[config.mk]
export PLATFORM = sky130hd
export DESIGN_NAME = hazard_scoreboard
export DESIGN_NICKNAME = d
export VERILOG_FILES = /design/src/rtl/hazard_pkg.sv /design/src/rtl/hazard_scoreboard_fwd_mux.sv /design/src/rtl/hazard_scoreboard.sv
export SDC_FILE = /design/constraint.sdc
export NUM_CORES = 1
export LEC_CHECK = 0
export CAP_MARGIN = 5
export CELL_PAD_IN_SITES_DETAIL_PLACEMENT = 0
export CELL_PAD_IN_SITES_GLOBAL_PLACEMENT = 1
export CORE_MARGIN = 4
export CORE_UTILIZATION = 26
export CTS_BUF_LIST = sky130_fd_sc_hd__clkbuf_8
export CTS_CLUSTER_DIAMETER = 40
export DETAILED_ROUTE_END_ITERATION = 12
export PLACE_DENSITY = 0.8
export SKIP_CTS_REPAIR_TIMING = 1
export SYNTH_ARGS = -nofsm -noshare
export SYNTH_HDL_FRONTEND = slang
export SYNTH_HIERARCHICAL = 1
export SYNTH_SLANG_ARGS = --single-unit
[constraint.sdc]
create_clock -name clk -period 3.1 [get_ports clk]
set_input_delay 0.62 -clock clk [delete_from_list [all_inputs] [get_ports clk]]
set_output_delay 0.62 -clock clk [all_outputs]
set_load 0.02 [all_outputs]
[src/rtl/hazard_pkg.sv]
// Shared definitions for the decode-stage hazard scoreboard.
// Provides default geometry, the scoreboard entry layout for that geometry,
// and the width helper for stage-select fields.
package hazard_pkg;

  localparam int unsigned DEPTH_DEF      = 3;
  localparam int unsigned LOAD_STAGE_DEF = 2;
  localparam int unsigned RAW_DEF        = 5;
  localparam int unsigned FSEL_W         = $clog2(DEPTH_DEF + 1);

  // One in-flight register write: which rd, and the first stage whose
  // stage_result slice carries its value.
  typedef struct packed {
    logic                valid;
    logic [RAW_DEF-1:0]  rd;
    logic [FSEL_W-1:0]   ready_stage;
  } entry_t;

  function automatic int unsigned fsel_width(input int unsigned depth);
    return $clog2(depth + 1);
  endfunction

endpackage

[src/rtl/hazard_scoreboard_fwd_mux.sv]
// Operand forwarding selector for one source register.
// Ports:
//   match_i        per-stage match (bit k-1 = stage k)
//   ready_i        per-stage ready_stage fields, FW bits each
//   stage_result_i per-stage results, DW bits each
//   rf_data_i      register-file read data
//   operand_o      resolved operand
//   hazard_o       youngest match cannot be forwarded yet
module fwd_mux
  import hazard_pkg::*;
#(
  parameter int unsigned DW     = 32,
  parameter int unsigned DEPTH  = DEPTH_DEF,
  parameter int unsigned FW     = fsel_width(DEPTH),
  parameter int unsigned FWD_EN = 1
) (
  input  logic [DEPTH-1:0]    match_i,
  input  logic [DEPTH*FW-1:0] ready_i,
  input  logic [DEPTH*DW-1:0] stage_result_i,
  input  logic [DW-1:0]       rf_data_i,
  output logic [DW-1:0]       operand_o,
  output logic                hazard_o
);

  logic found;

  // Scan from stage 1 upward; only the youngest match decides.
  always_comb begin
    operand_o = rf_data_i;
    hazard_o  = 1'b0;
    found     = 1'b0;
    for (int unsigned k = 0; k < DEPTH; k++) begin
      if (!found && match_i[k]) begin
        found = 1'b1;
        if (FWD_EN != 0 && FW'(k + 1) >= ready_i[k*FW +: FW]) begin
          operand_o = stage_result_i[k*DW +: DW];
        end else begin
          hazard_o = 1'b1;
        end
      end
    end
  end

endmodule

[src/rtl/hazard_scoreboard.sv]
// Decode-stage hazard and forwarding controller.
// Tracks in-flight register writes for DEPTH stages after decode, forwards
// operands, raises load-use/RAW stalls and branch flushes, and counts them.
// Ports:
//   clk, rst                      clock, synchronous active-high reset
//   issue_valid_i                 decode holds a real instruction
//   rs1_i/rs2_i, rs*_used_i       source registers and whether they are read
//   rd_i, regwrite_i, is_load_i   destination info of the decode instruction
//   rd1_i/rd2_i                   register-file read data
//   stage_result_i                stage k result at [k*DW-1:(k-1)*DW]
//   branch_taken_i, ext_stall_i   branch resolved in EX, external freeze
//   op_a_o/op_b_o                 resolved operands
//   stall_o, bubble_o, flush_o    pipeline control
//   stall_cnt_o, flush_cnt_o      saturating performance counters
module hazard_scoreboard
  import hazard_pkg::*;
#(
  parameter int unsigned DW         = 32,
  parameter int unsigned RAW        = RAW_DEF,
  parameter int unsigned DEPTH      = DEPTH_DEF,
  parameter int unsigned LOAD_STAGE = LOAD_STAGE_DEF,
  parameter int unsigned FWD_EN     = 1,
  parameter int unsigned CW         = 32
) (
  input  logic                clk,
  input  logic                rst,
  input  logic                issue_valid_i,
  input  logic [RAW-1:0]      rs1_i,
  input  logic [RAW-1:0]      rs2_i,
  input  logic                rs1_used_i,
  input  logic                rs2_used_i,
  input  logic [RAW-1:0]      rd_i,
  input  logic                regwrite_i,
  input  logic                is_load_i,
  input  logic [DW-1:0]       rd1_i,
  input  logic [DW-1:0]       rd2_i,
  input  logic [DEPTH*DW-1:0] stage_result_i,
  input  logic                branch_taken_i,
  input  logic                ext_stall_i,
  output logic [DW-1:0]       op_a_o,
  output logic [DW-1:0]       op_b_o,
  output logic                stall_o,
  output logic                bubble_o,
  output logic                flush_o,
  output logic [CW-1:0]       stall_cnt_o,
  output logic [CW-1:0]       flush_cnt_o
);

  localparam int unsigned FW = fsel_width(DEPTH);

  typedef struct packed {
    logic           valid;
    logic [RAW-1:0] rd;
    logic [FW-1:0]  ready_stage;
  } sb_entry_t;

  // Index 0 describes stage 1 (EX).
  sb_entry_t [DEPTH-1:0] entries_q, entries_d;
  logic [CW-1:0]         stall_cnt_q, stall_cnt_d;
  logic [CW-1:0]         flush_cnt_q, flush_cnt_d;

  logic [DEPTH-1:0]    match_a, match_b;
  logic [DEPTH*FW-1:0] ready_vec;
  logic                haz_a, haz_b, hazard;

  always_comb begin
    match_a   = '0;
    match_b   = '0;
    ready_vec = '0;
    for (int unsigned k = 0; k < DEPTH; k++) begin
      match_a[k] = rs1_used_i && (rs1_i != '0) && entries_q[k].valid && (entries_q[k].rd == rs1_i);
      match_b[k] = rs2_used_i && (rs2_i != '0) && entries_q[k].valid && (entries_q[k].rd == rs2_i);
      ready_vec[k*FW +: FW] = entries_q[k].ready_stage;
    end
  end

  fwd_mux #(.DW(DW), .DEPTH(DEPTH), .FW(FW), .FWD_EN(FWD_EN)) u_fwd_a (
    .match_i        (match_a),
    .ready_i        (ready_vec),
    .stage_result_i (stage_result_i),
    .rf_data_i      (rd1_i),
    .operand_o      (op_a_o),
    .hazard_o       (haz_a)
  );

  fwd_mux #(.DW(DW), .DEPTH(DEPTH), .FW(FW), .FWD_EN(FWD_EN)) u_fwd_b (
    .match_i        (match_b),
    .ready_i        (ready_vec),
    .stage_result_i (stage_result_i),
    .rf_data_i      (rd2_i),
    .operand_o      (op_b_o),
    .hazard_o       (haz_b)
  );

  // A bubble in decode can never be the victim of a hazard.
  assign hazard = issue_valid_i && (haz_a || haz_b);

  always_comb begin
    stall_o  = 1'b0;
    bubble_o = 1'b0;
    flush_o  = 1'b0;
    if (ext_stall_i) begin
      stall_o = 1'b1;
    end else if (branch_taken_i) begin
      flush_o  = 1'b1;
      bubble_o = 1'b1;
    end else if (hazard) begin
      stall_o  = 1'b1;
      bubble_o = 1'b1;
    end
  end

  always_comb begin
    entries_d   = entries_q;
    stall_cnt_d = stall_cnt_q;
    flush_cnt_d = flush_cnt_q;
    if (!ext_stall_i) begin
      for (int unsigned k = 1; k < DEPTH; k++) begin
        entries_d[k] = entries_q[k-1];
      end
      entries_d[0].valid       = issue_valid_i && regwrite_i && (rd_i != '0) && !stall_o && !flush_o;
      entries_d[0].rd          = rd_i;
      entries_d[0].ready_stage = is_load_i ? FW'(LOAD_STAGE) : FW'(1);
      if (branch_taken_i) begin
        if (flush_cnt_q != '1) flush_cnt_d = flush_cnt_q + CW'(1);
      end else if (hazard) begin
        if (stall_cnt_q != '1) stall_cnt_d = stall_cnt_q + CW'(1);
      end
    end
  end

  always_ff @(posedge clk) begin
    if (rst) begin
      entries_q   <= '0;
      stall_cnt_q <= '0;
      flush_cnt_q <= '0;
    end else begin
      entries_q   <= entries_d;
      stall_cnt_q <= stall_cnt_d;
      flush_cnt_q <= flush_cnt_d;
    end
  end

  assign stall_cnt_o = stall_cnt_q;
  assign flush_cnt_o = flush_cnt_q;

endmodule
==> summary.md <==
| Metric | Value |
|---|---|
| Dpl cells | 1,611 |
| Htree depth | 3 |
| Clk_lat worst skew | around 360 ps |
| Avg Vias per Cell | 5.29 |
| Fmax | around 300 MHz |
| I/O Buffers | roughly 310 |
| Core area | 24,400 um2 |
| Fin crit share | 106% |
| Boundary pin count | 315 |
| Leak pwr | 4.54 nW |
| Total CTS buffers | 9 |
| DRT antenna net count | 0 |
| DRC violations left | 0 |
| Hold WC Path Type | reg2reg |
| Starting Density | about a quarter |
| Slowest cell on the critical path | or4_4 |
| Pins Over Slew Limit | 0 |
| Setup TNS | -6050 ps |
| Final Non-Filler Cells | between 1,500 and 2,000 |
| Slew margin rel. | between 50% and 60% |
| Ys Warns | 6 |
| CTS Buffer Depth | 2 |
| Total track usage | 19.7% |
| DP Area | 10,500 um2 |
| Power Dens Cells | 227 nW/um2 |
| Crit path from | rs1_i[3] |
| CTS Sinks | 86 |
| Mean Syn Cell Area | 6.70 um2 |
| Setup WS post-layout | -181 ps |
| Aggregate routed wire length | between 30,000 and 40,000 um |
| CP endpoint kind | primary output |
| VDD IR max | ~0.16 mV |
| First-pass iteration count of the detailed router | 7 |
| CP Max Fanout | 7 |
| Synth-to-layout area growth | 87.9% |
| WL/cell | approximately 20 um |
| Final setup viols | between 60 and 70 |
| Layout cells sized above 1 | 29.0% |
| Gate Count Post-Synth | roughly 970 |
| Pin count of the biggest net entering global routing | 64 |
| FF-to-FF Start | entries_q[13] |
| WS Path Type | in2out |
| Max_cap viols | 0 |
| Vias | 8,752 |
| Final clock skew | between 10 and 15 ps |
| Worst Tran Pin Value | 594 ps |
| First-pass GRT wire length | ~45,000 um |
| Initial drt markers | around 550 |
| Vias in the first global route | 7,927 |
| Status | complete, but fails checks |
| Die Wd | roughly 170 um |
| Setup crit start kind | primary input |
| DIE HEIGHT | roughly 170 um |
| Syn nets | roughly 1,200 |
| Die area | between 20,000 and 30,000 um2 |
| Initial antenna violation count | 3 |
| HPWL after DPL | between 20,000 and 25,000 um |
| Critical Path, Cell by Cell | buf_6, or4_4, o21ai_4, nor3_4, nor2b_4, nand2_4, buf_12, clkbuf_16, o21ai_0, o21ai_1, buf_4 |
| CP max stage delay | roughly 540 ps |
| RSZ-0062 raised after global routing | yes |
| Pwr Total | approximately 2.8 mW |
| Row cnt | 57 |
| Tmin final | 3280 ps |
| Fin. Hold Viols | 0 |
| Global route total overflow | 0 |
| Hold Startpoint | entries_q[0] |
| Req. time, crit path | between 2000 and 2500 ps |
| Design Area, Final | 12,200 um2 |
| Routability cong. | between 0.9 and 1 |
| Failing checks | negative setup slack |
| CTS tree | built |
| Root buffer cell | clkbuf_8 |
| Crit path arrival time | 2660 ps |
| Reg clk slew, reported paths | around 80 ps |
| Final net count | between 1,500 and 2,000 |
| Hold Slack | roughly 500 ps |
| Post-Syn Area | ~6500 um2 |
## layout make-up
class                           instances  area, um2
Timing Repair Buffer                  410       4420
Inverter                                7       26.3
Multi-Input combinational cell        810       5330
Tap cell                              324        405
Fill cell                            2386      12200
Antenna cell                            3       7.51
Clock buffer                           11        151
Clock inverter                          5       81.3
Sequential cell                        86       1730
## layout by cell type (no fill, tap or decap), types with 9 or more instances in the layout
master,instances
o21ai_4,10
a21oi_2,9
o21ai_1,33
clkdlybuf4s50_1,235
o21ai_2,79
xnor2_1,36
dfxtp_1,85
clkbuf_8,11
or3_1,29
and3_1,13
o21ai_0,32
and3_4,58
clkbuf_16,14
buf_12,19
nand4_1,21
buf_4,61
nand2_1,229
nand3_1,17
o31ai_1,17
mux2i_1,22
a21oi_1,41
or4_1,18
nor2_1,47
buf_6,65
## per-layer routing
layer / up-vias / track usage (%) / share of wire [%]
met1: 4113 / 24.5 / 40
met5: - / 0 / 0
li1: 4155 / - / -
met2: 402 / 33.5 / 49
met4: 0 / 6.21 / 3.7
met3: 82 / 5.17 / 7.3
## flip-flops by register name (all words and copies together) (netlist names)
name and flops:
flush_cnt_o 32, stall_cnt_o 32, entries_q 22
## critical path, delay by kind of cell
family	cells	cell delay (ps)
AO/OA/AOI/OAI	3	520
buffers and inverters	4	570
AND/OR/NAND/NOR	4	930
## path summary, 6_finish.rpt
kind                                         to  slack, ps  cells after the start
worst max-delay path                  op_a_o[6]       -180                     11
worst min register to register     entries_q[8]        500                      2
worst max register to register  stall_cnt_o[26]        230                     11
worst min-delay path               entries_q[8]        500                      2
## power by group
part | internal [mW] | leakage [nW] | total [mW] | switching (mW)
clock network | 0.500 | 0.121 | 0.913 | 0.413
registers | 1.12 | 0.695 | 1.13 | 0.0163
logic | 0.433 | 3.73 | 0.719 | 0.287
total | 2.05 | 4.54 | 2.76 | 0.716
## metrics by stage
step | utilization [%] | worst slack, ps
finish | 49.8 | -181
global route | 49.8 | -239
CTS | 43.9 | -948
detailed placement | 43.0 | -941
global placement | 43.0 | -936
floorplan | - | -38.2
Note: power is estimated with default switching activity, not from simulation.
